`src/rtl/bubsys_mixer_pkg.sv`:
```
// Shared constants and layer codes for the bubsys tilemap/object layer mixer.
package bubsys_mixer_pkg;

  localparam int ATTR_W        = 7;
  localparam int PIX_W         = 4;
  localparam int PRI_BIT       = 6;
  localparam int COLOR_MSB     = 5;
  localparam int CD_W          = 11;
  localparam int A_LATENCY_DEF = 4;
  localparam int B_LATENCY_DEF = 1;

  localparam logic [1:0] MODE_LOAD = 2'b11;

  typedef enum logic [1:0] {
    LAYER_BD  = 2'd0,
    LAYER_A   = 2'd1,
    LAYER_B   = 2'd2,
    LAYER_OBJ = 2'd3
  } layer_e;

endpackage

```
`src/rtl/bubsys_attr_delay.sv`:
```
// Tile attribute delay: load-flag pipe, attribute pipe and current-attribute hold
// register, so a tile's attribute lines up with its first pixel DEPTH enables after load.
module bubsys_attr_delay
  import bubsys_mixer_pkg::*;
#(
  parameter int DEPTH = 4
) (
  input  logic              clk,
  input  logic              rst,
  input  logic              en,
  input  logic              load,
  input  logic [ATTR_W-1:0] attr_in,
  output logic [ATTR_W-1:0] attr_out
);

  logic [DEPTH-1:0]  flag_q, flag_d;
  logic [ATTR_W-1:0] pipe_q [DEPTH];
  logic [ATTR_W-1:0] pipe_d [DEPTH];
  logic [ATTR_W-1:0] cur_q, cur_d;

  always_comb begin
    flag_d = flag_q;
    pipe_d = pipe_q;
    cur_d  = cur_q;
    if (en) begin
      flag_d[0] = load;
      pipe_d[0] = attr_in;
      for (int i = 1; i < DEPTH; i++) begin
        flag_d[i] = flag_q[i-1];
        pipe_d[i] = pipe_q[i-1];
      end
      if (flag_q[DEPTH-1]) cur_d = pipe_q[DEPTH-1];
    end
  end

  always_ff @(posedge clk) begin
    if (rst) begin
      flag_q <= '0;
      cur_q  <= '0;
      for (int i = 0; i < DEPTH; i++) pipe_q[i] <= '0;
    end else begin
      flag_q <= flag_d;
      cur_q  <= cur_d;
      pipe_q <= pipe_d;
    end
  end

  // The exiting attribute is already current on the enable its flag sits in the last stage.
  assign attr_out = flag_q[DEPTH-1] ? pipe_q[DEPTH-1] : cur_q;

endmodule

```
`src/rtl/bubsys_layer_mixer.sv`:
```
// TM-A / TM-B / object priority mixer producing a registered palette address.
// Optional BUBSYS_MIXER_LAYER_MASK_EN adds i_LAYER_EN to force layers transparent.
module bubsys_layer_mixer
  import bubsys_mixer_pkg::*;
#(
  parameter int A_LATENCY = A_LATENCY_DEF,
  parameter int B_LATENCY = B_LATENCY_DEF
) (
  input  logic              i_EMU_MCLK,
  input  logic              i_EMU_RST,
  input  logic              i_EMU_CLK6MPCEN_n,
  input  logic [1:0]        i_A_MODE,
  input  logic [1:0]        i_B_MODE,
  input  logic [ATTR_W-1:0] i_A_ATTR,
  input  logic [ATTR_W-1:0] i_B_ATTR,
  input  logic [PIX_W-1:0]  i_A_PIXEL,
  input  logic [PIX_W-1:0]  i_B_PIXEL,
  input  logic              i_A_TRN_n,
  input  logic              i_B_TRN_n,
  input  logic [PIX_W-1:0]  i_OBJ_PIXEL,
  input  logic [5:0]        i_OBJ_COLOR,
  input  logic              i_OBJ_PRI,
  input  logic              i_BLANK,
  output logic [CD_W-1:0]   o_CD,
  output logic [1:0]        o_LAYER
`ifdef BUBSYS_MIXER_LAYER_MASK_EN
  , input logic [2:0]       i_LAYER_EN
`endif
);

  logic              en;
  logic [2:0]        layer_en;
  logic [ATTR_W-1:0] attr_a, attr_b;
  logic              a_op, b_op, obj_op;
  layer_e            win;
  logic [CD_W-1:0]   cd_q, cd_d;
  layer_e            layer_q, layer_d;
  logic              unused_a_pri;

  assign en = ~i_EMU_CLK6MPCEN_n;

`ifdef BUBSYS_MIXER_LAYER_MASK_EN
  assign layer_en = i_LAYER_EN;
`else
  assign layer_en = 3'b111;
`endif

  bubsys_attr_delay #(.DEPTH(A_LATENCY)) u_attr_a (
    .clk      (i_EMU_MCLK),
    .rst      (i_EMU_RST),
    .en       (en),
    .load     (i_A_MODE == MODE_LOAD),
    .attr_in  (i_A_ATTR),
    .attr_out (attr_a)
  );

  bubsys_attr_delay #(.DEPTH(B_LATENCY)) u_attr_b (
    .clk      (i_EMU_MCLK),
    .rst      (i_EMU_RST),
    .en       (en),
    .load     (i_B_MODE == MODE_LOAD),
    .attr_in  (i_B_ATTR),
    .attr_out (attr_b)
  );

  // Only TM-B's priority bit reorders the tilemaps; TM-A's is carried but ignored.
  assign unused_a_pri = attr_a[PRI_BIT];

  assign a_op   = i_A_TRN_n & layer_en[0];
  assign b_op   = i_B_TRN_n & layer_en[1];
  assign obj_op = (i_OBJ_PIXEL != '0) & layer_en[2];

  always_comb begin
    win = LAYER_BD;
    if (i_BLANK)                      win = LAYER_BD;
    else if (obj_op && i_OBJ_PRI)     win = LAYER_OBJ;
    else if (attr_b[PRI_BIT] && b_op) win = LAYER_B;
    else if (a_op)                    win = LAYER_A;
    else if (b_op)                    win = LAYER_B;
    else if (obj_op)                  win = LAYER_OBJ;
  end

  always_comb begin
    cd_d    = cd_q;
    layer_d = layer_q;
    if (en) begin
      layer_d = win;
      case (win)
        LAYER_A:   cd_d = {1'b0, attr_a[COLOR_MSB:0], i_A_PIXEL};
        LAYER_B:   cd_d = {1'b0, attr_b[COLOR_MSB:0], i_B_PIXEL};
        LAYER_OBJ: cd_d = {1'b1, i_OBJ_COLOR, i_OBJ_PIXEL};
        default:   cd_d = '0;
      endcase
    end
  end

  always_ff @(posedge i_EMU_MCLK) begin
    if (i_EMU_RST) begin
      cd_q    <= '0;
      layer_q <= LAYER_BD;
    end else begin
      cd_q    <= cd_d;
      layer_q <= layer_d;
    end
  end

  assign o_CD    = cd_q;
  assign o_LAYER = layer_q;

endmodule

```
`config.mk`:
```
export PLATFORM = sky130hd
export DESIGN_NAME = bubsys_layer_mixer
export DESIGN_NICKNAME = d
export VERILOG_FILES = /design/src/rtl/bubsys_mixer_pkg.sv /design/src/rtl/bubsys_attr_delay.sv /design/src/rtl/bubsys_layer_mixer.sv
export SDC_FILE = /design/constraint.sdc
export NUM_CORES = 1
export LEC_CHECK = 0
export BUFFER_PORTS_ARGS = -buffer_cell sky130_fd_sc_hd__buf_2
export CELL_PAD_IN_SITES_DETAIL_PLACEMENT = 0
export CELL_PAD_IN_SITES_GLOBAL_PLACEMENT = 1
export CORE_MARGIN = 2
export CORE_UTILIZATION = 44
export CTS_CLUSTER_SIZE = 24
export DETAILED_ROUTE_END_ITERATION = 7
export PLACE_DENSITY = 0.93
export SYNTH_ARGS = -nofsm -noshare
export SYNTH_HDL_FRONTEND = slang
export SYNTH_SLANG_ARGS = --single-unit
export TNS_END_PERCENT = 10
```
`constraint.sdc`:
```
create_clock -name i_EMU_MCLK -period 3.9 [get_ports i_EMU_MCLK]
set_clock_uncertainty 0.05 [all_clocks]
set_input_delay 0.975 -clock i_EMU_MCLK [delete_from_list [all_inputs] [get_ports i_EMU_MCLK]]
set_output_delay 0.975 -clock i_EMU_MCLK [all_outputs]
set_load 0.005 [all_outputs]
```
==> key figures <==
Synthesis
  – Main synth FF type: dfxtp_1
  – Syn. warnings: 0
  – Netlist cell types: 30
  – Mux share of post-synthesis cell area: around 24%
  – Syn nets: approximately 300
  – XOR/XNOR Fraction of Synth Area: 0%
  – Cell count after synthesis: roughly 260
  – Synth top area cells: dfxtp_1 49%, mux2i_1 22%, nor2_1 8.1%
  – Area leader, netlist: dfxtp_1
  – Post-Synth Simple-Gate Area: 11.8%
  – Largest family of logic cells by synthesized area: multiplexers
  – Post-synthesis compound-gate area fraction: 12.5%
  – Sequential fraction of the synthesis area: 48.5%
  – Average size of a mapped cell: between 10 and 15 µm²
  – Most numerous cell in the Yosys netlist: dfxtp_1
  – Register bit count reported by yosys: between 60 and 70
  – Async SR Flop Fraction: 0%
  – Post-synth EDFFs: 0
  – Adder-cell share of the synthesized area: 0%
  – Synth cell count leaders: 62 x dfxtp_1, 55 x mux2i_1, 55 x nor2_1
  – Synth Cell Area: between 2000 and 3000 µm²
  – Post-synth top area share: between 40% and 50%

Setup path
  – CP cell instances: buf_2 -> o41a_1 -> a2111oi_4 -> a22oi_1 -> o221ai_1
  – Worst setup SP type: input pin
  – Crit-path max FO: 6
  – R2r startpoint: u_attr_b.flag_q
  – Max incr delay on CP: 0.51 ns
  – Worst Setup End Kind: flip-flop
  – Crit. Startpoint: i_OBJ_PIXEL[0]
  – Setup CP Type: input pin to flip-flop
  – Worst Path Required: about 4.1 ns
  – R2R setup slack: 1.88 ns
  – Slowest CP cell: a2111oi_4
  – WP data arrival: around 2.5 ns

Power
  – Max VDD drop: 0.249 mV
  – Total power divided by cell area: between 400 and 500 nW/µm²
  – Clock power frac: a little under half
  – Internal: about 1.2 mW
  – Sw Ratio: between 20% and 30%
  – Leakage: 1.31 nW
  – Flop pwr share: a little under half
  – Combinational share of power: about 7.3%
  – Total power draw: between 1 and 1.5 mW
  – Net Switching: between 0.3 and 0.4 mW

Finish
  – Area Overhead vs Synth: 21.7%
  – Final Core Density: 55.8%
  – Final instance area: between 3000 and 4000 µm²
  – Fill cells: between 500 and 600
  – Layout cell share with drive strength beyond 1: between 20 and 30%
  – Multi-input logic area: between 1000 and 1500 µm²
  – Diode count: 0
  – Register area: 1240 µm²
  – Nets: ~350

Timing
  – Actual slew at the worst max-slew pin: approximately 0.75 ns
  – Final Max Slew Viols: 0
  – Final setup fails: 0
  – Maximum clock rate: 442 MHz
  – Worst rel slew slack: 49.8%
  – Min Hold Slack: 0.409 ns
  – Endpoints failing hold: 0
  – Period utilization: 58.0%
  – Post-layout min period: between 2 and 2.5 ns
  – RSZ-0062 raised after global routing: false
  – Total negative setup slack: 0 ns

Floorplanning
  – Core Footprint: roughly 5600 µm²
  – Initial core utilization: between 40% and 50%
  – Die Area: 6440 µm²
  – Num rows: 27
  – Num ports: 56
  – Die width: around 80 µm
  – Die height: 80.3 µm

Drt
  – Vias: slightly above 2000
  – Final wirelength: 5.15 mm
  – Drt pass-1 iters: 4
  – Wire per inst: between 10 and 15 µm
  – Post-DRT Antenna Nets: 0
  – DRC viols: 0
  – Initial DRC Count: 53
  – Vias/cell: approximately 5.3

Clock tree
  – Max clock buf depth: 2
  – Clock latency on the worst-skew pair: between 0.3 and 0.4 ns
  – Total CTS buffers: 9
  – Root Driver: clkbuf_8
  – Hold buffers post-CTS: 0
  – CTS H-tree depth: 3
  – Post-CTS setup repair buffer count: 0
  – CTS tree: done
  – Post-CTS sizing: 0
  – CTS Sinks: 62
  – Clk slew on worst S/H paths: about 0.06 ns

GRT
  – Gr usage total: 17.7%
  – Vias in the first global route: between 1500 and 2000
  – Global-route wire length before repair: roughly 8.7 mm
  – Initial antenna violation count: 0
  – Largest net degree at the start of global routing: 33
  – Congestion Overflow GR: 0

Place
  – Post-DP Area: between 2000 and 3000 µm²
  – Detailed Place HPWL: between 3 and 4 mm
  – Final GP Congestion: roughly 0.8
  – Port bufs: 54

Run
  – Max_cap viols: 0

Status
  – Outcome: complete, no violations

Min path
  – Min-Delay Path Class: flip-flop to flip-flop
  – Hold wc startpoint: o_CD[8]
==> cell families (layout without fill, tap and decap cells) <==
family / Yosys count / in the layout
buffers and inverters: 18 / 74
AO/OA/AOI/OAI: 40 / 40
flip-flops: 62 / 62
AND/OR/NAND/NOR: 74 / 74
multiplexers: 61 / 61
==> placed cells by master, fill, tap and decap left out, types with 2 or more instances in the layout <==
master     synthesis  layout
dfxtp_1           62      62
mux2i_1           55      55
nor2_1            55      55
buf_2              5      54
clkbuf_8           0      11
nand2_1            9       9
a22oi_1            9       9
a21oi_1            6       6
mux2_2             6       6
a32oi_1            6       6
o21ai_0            6       6
o221ai_1           5       5
nor2b_1            3       3
bufinv_16          0       3
inv_1              2       2
nand3_1            2       2
clkbuf_1           9       2
buf_4              1       2
==> power groups by stage <==
stage | clock, mW | combinational, mW | sequential [mW]
after floorplan | 0 | 0.0679 | 0.673
after global placement | 0 | 0.105 | 0.676
after detailed placement | 0 | 0.107 | 0.677
after CTS | 0.713 | 0.107 | 0.662
after global routing | 0.735 | 0.120 | 0.665
final | 0.694 | 0.107 | 0.663
==> layer usage <==
metal  wire length, µm  global-route usage [%]
met3               334                    4.94
met5                 0                       0
met2              2290                    28.5
met4               119                    9.83
met1              2410                    21.2
==> stage by stage <==
step / setup WS (ns) / cells
final: 1.64 / 383
after global routing: 1.52 / 383
after CTS: 1.66 / 383
after detailed placement: 1.30 / 367
after global placement: 1.36 / 367
after floorplan: 1.63 / 255
==> critical path: cells and delay by family <==
family	cells	cell delay, ns
compound gates	4	1.37
buf+inv	1	0.12
==> path summary, 6_finish.rpt <==
| kind | to | cells past startpoint |
|---|---|---|
| worst max-delay path | o_CD[5] | 5 |
| worst min-delay path | o_CD[8] | 2 |
| worst max register to register | o_CD[7] | 4 |
| worst min register to register | o_CD[8] | 2 |
==> sequential cells by signal, indices dropped and copies added (netlist names) <==
signal,cells
u_attr_a.flag_q,4
u_attr_a.cur_q,6
u_attr_a.pipe_q,24
u_attr_b.flag_q,1
u_attr_b.pipe_q,7
o_LAYER,2
u_attr_b.cur_q,7
o_CD,11
==> layout make-up <==
type / count / share of cell area, %
sequential: 62 / 39.9
multi-input combinational: 175 / 39.8
timing repair buffer: 56 / 9.16
clock buffer: 13 / 5.10
clock inverter: 3 / 2.89
tap: 72 / 2.89
inverter: 2 / 0.241
Power figures use the tool's default switching activity.
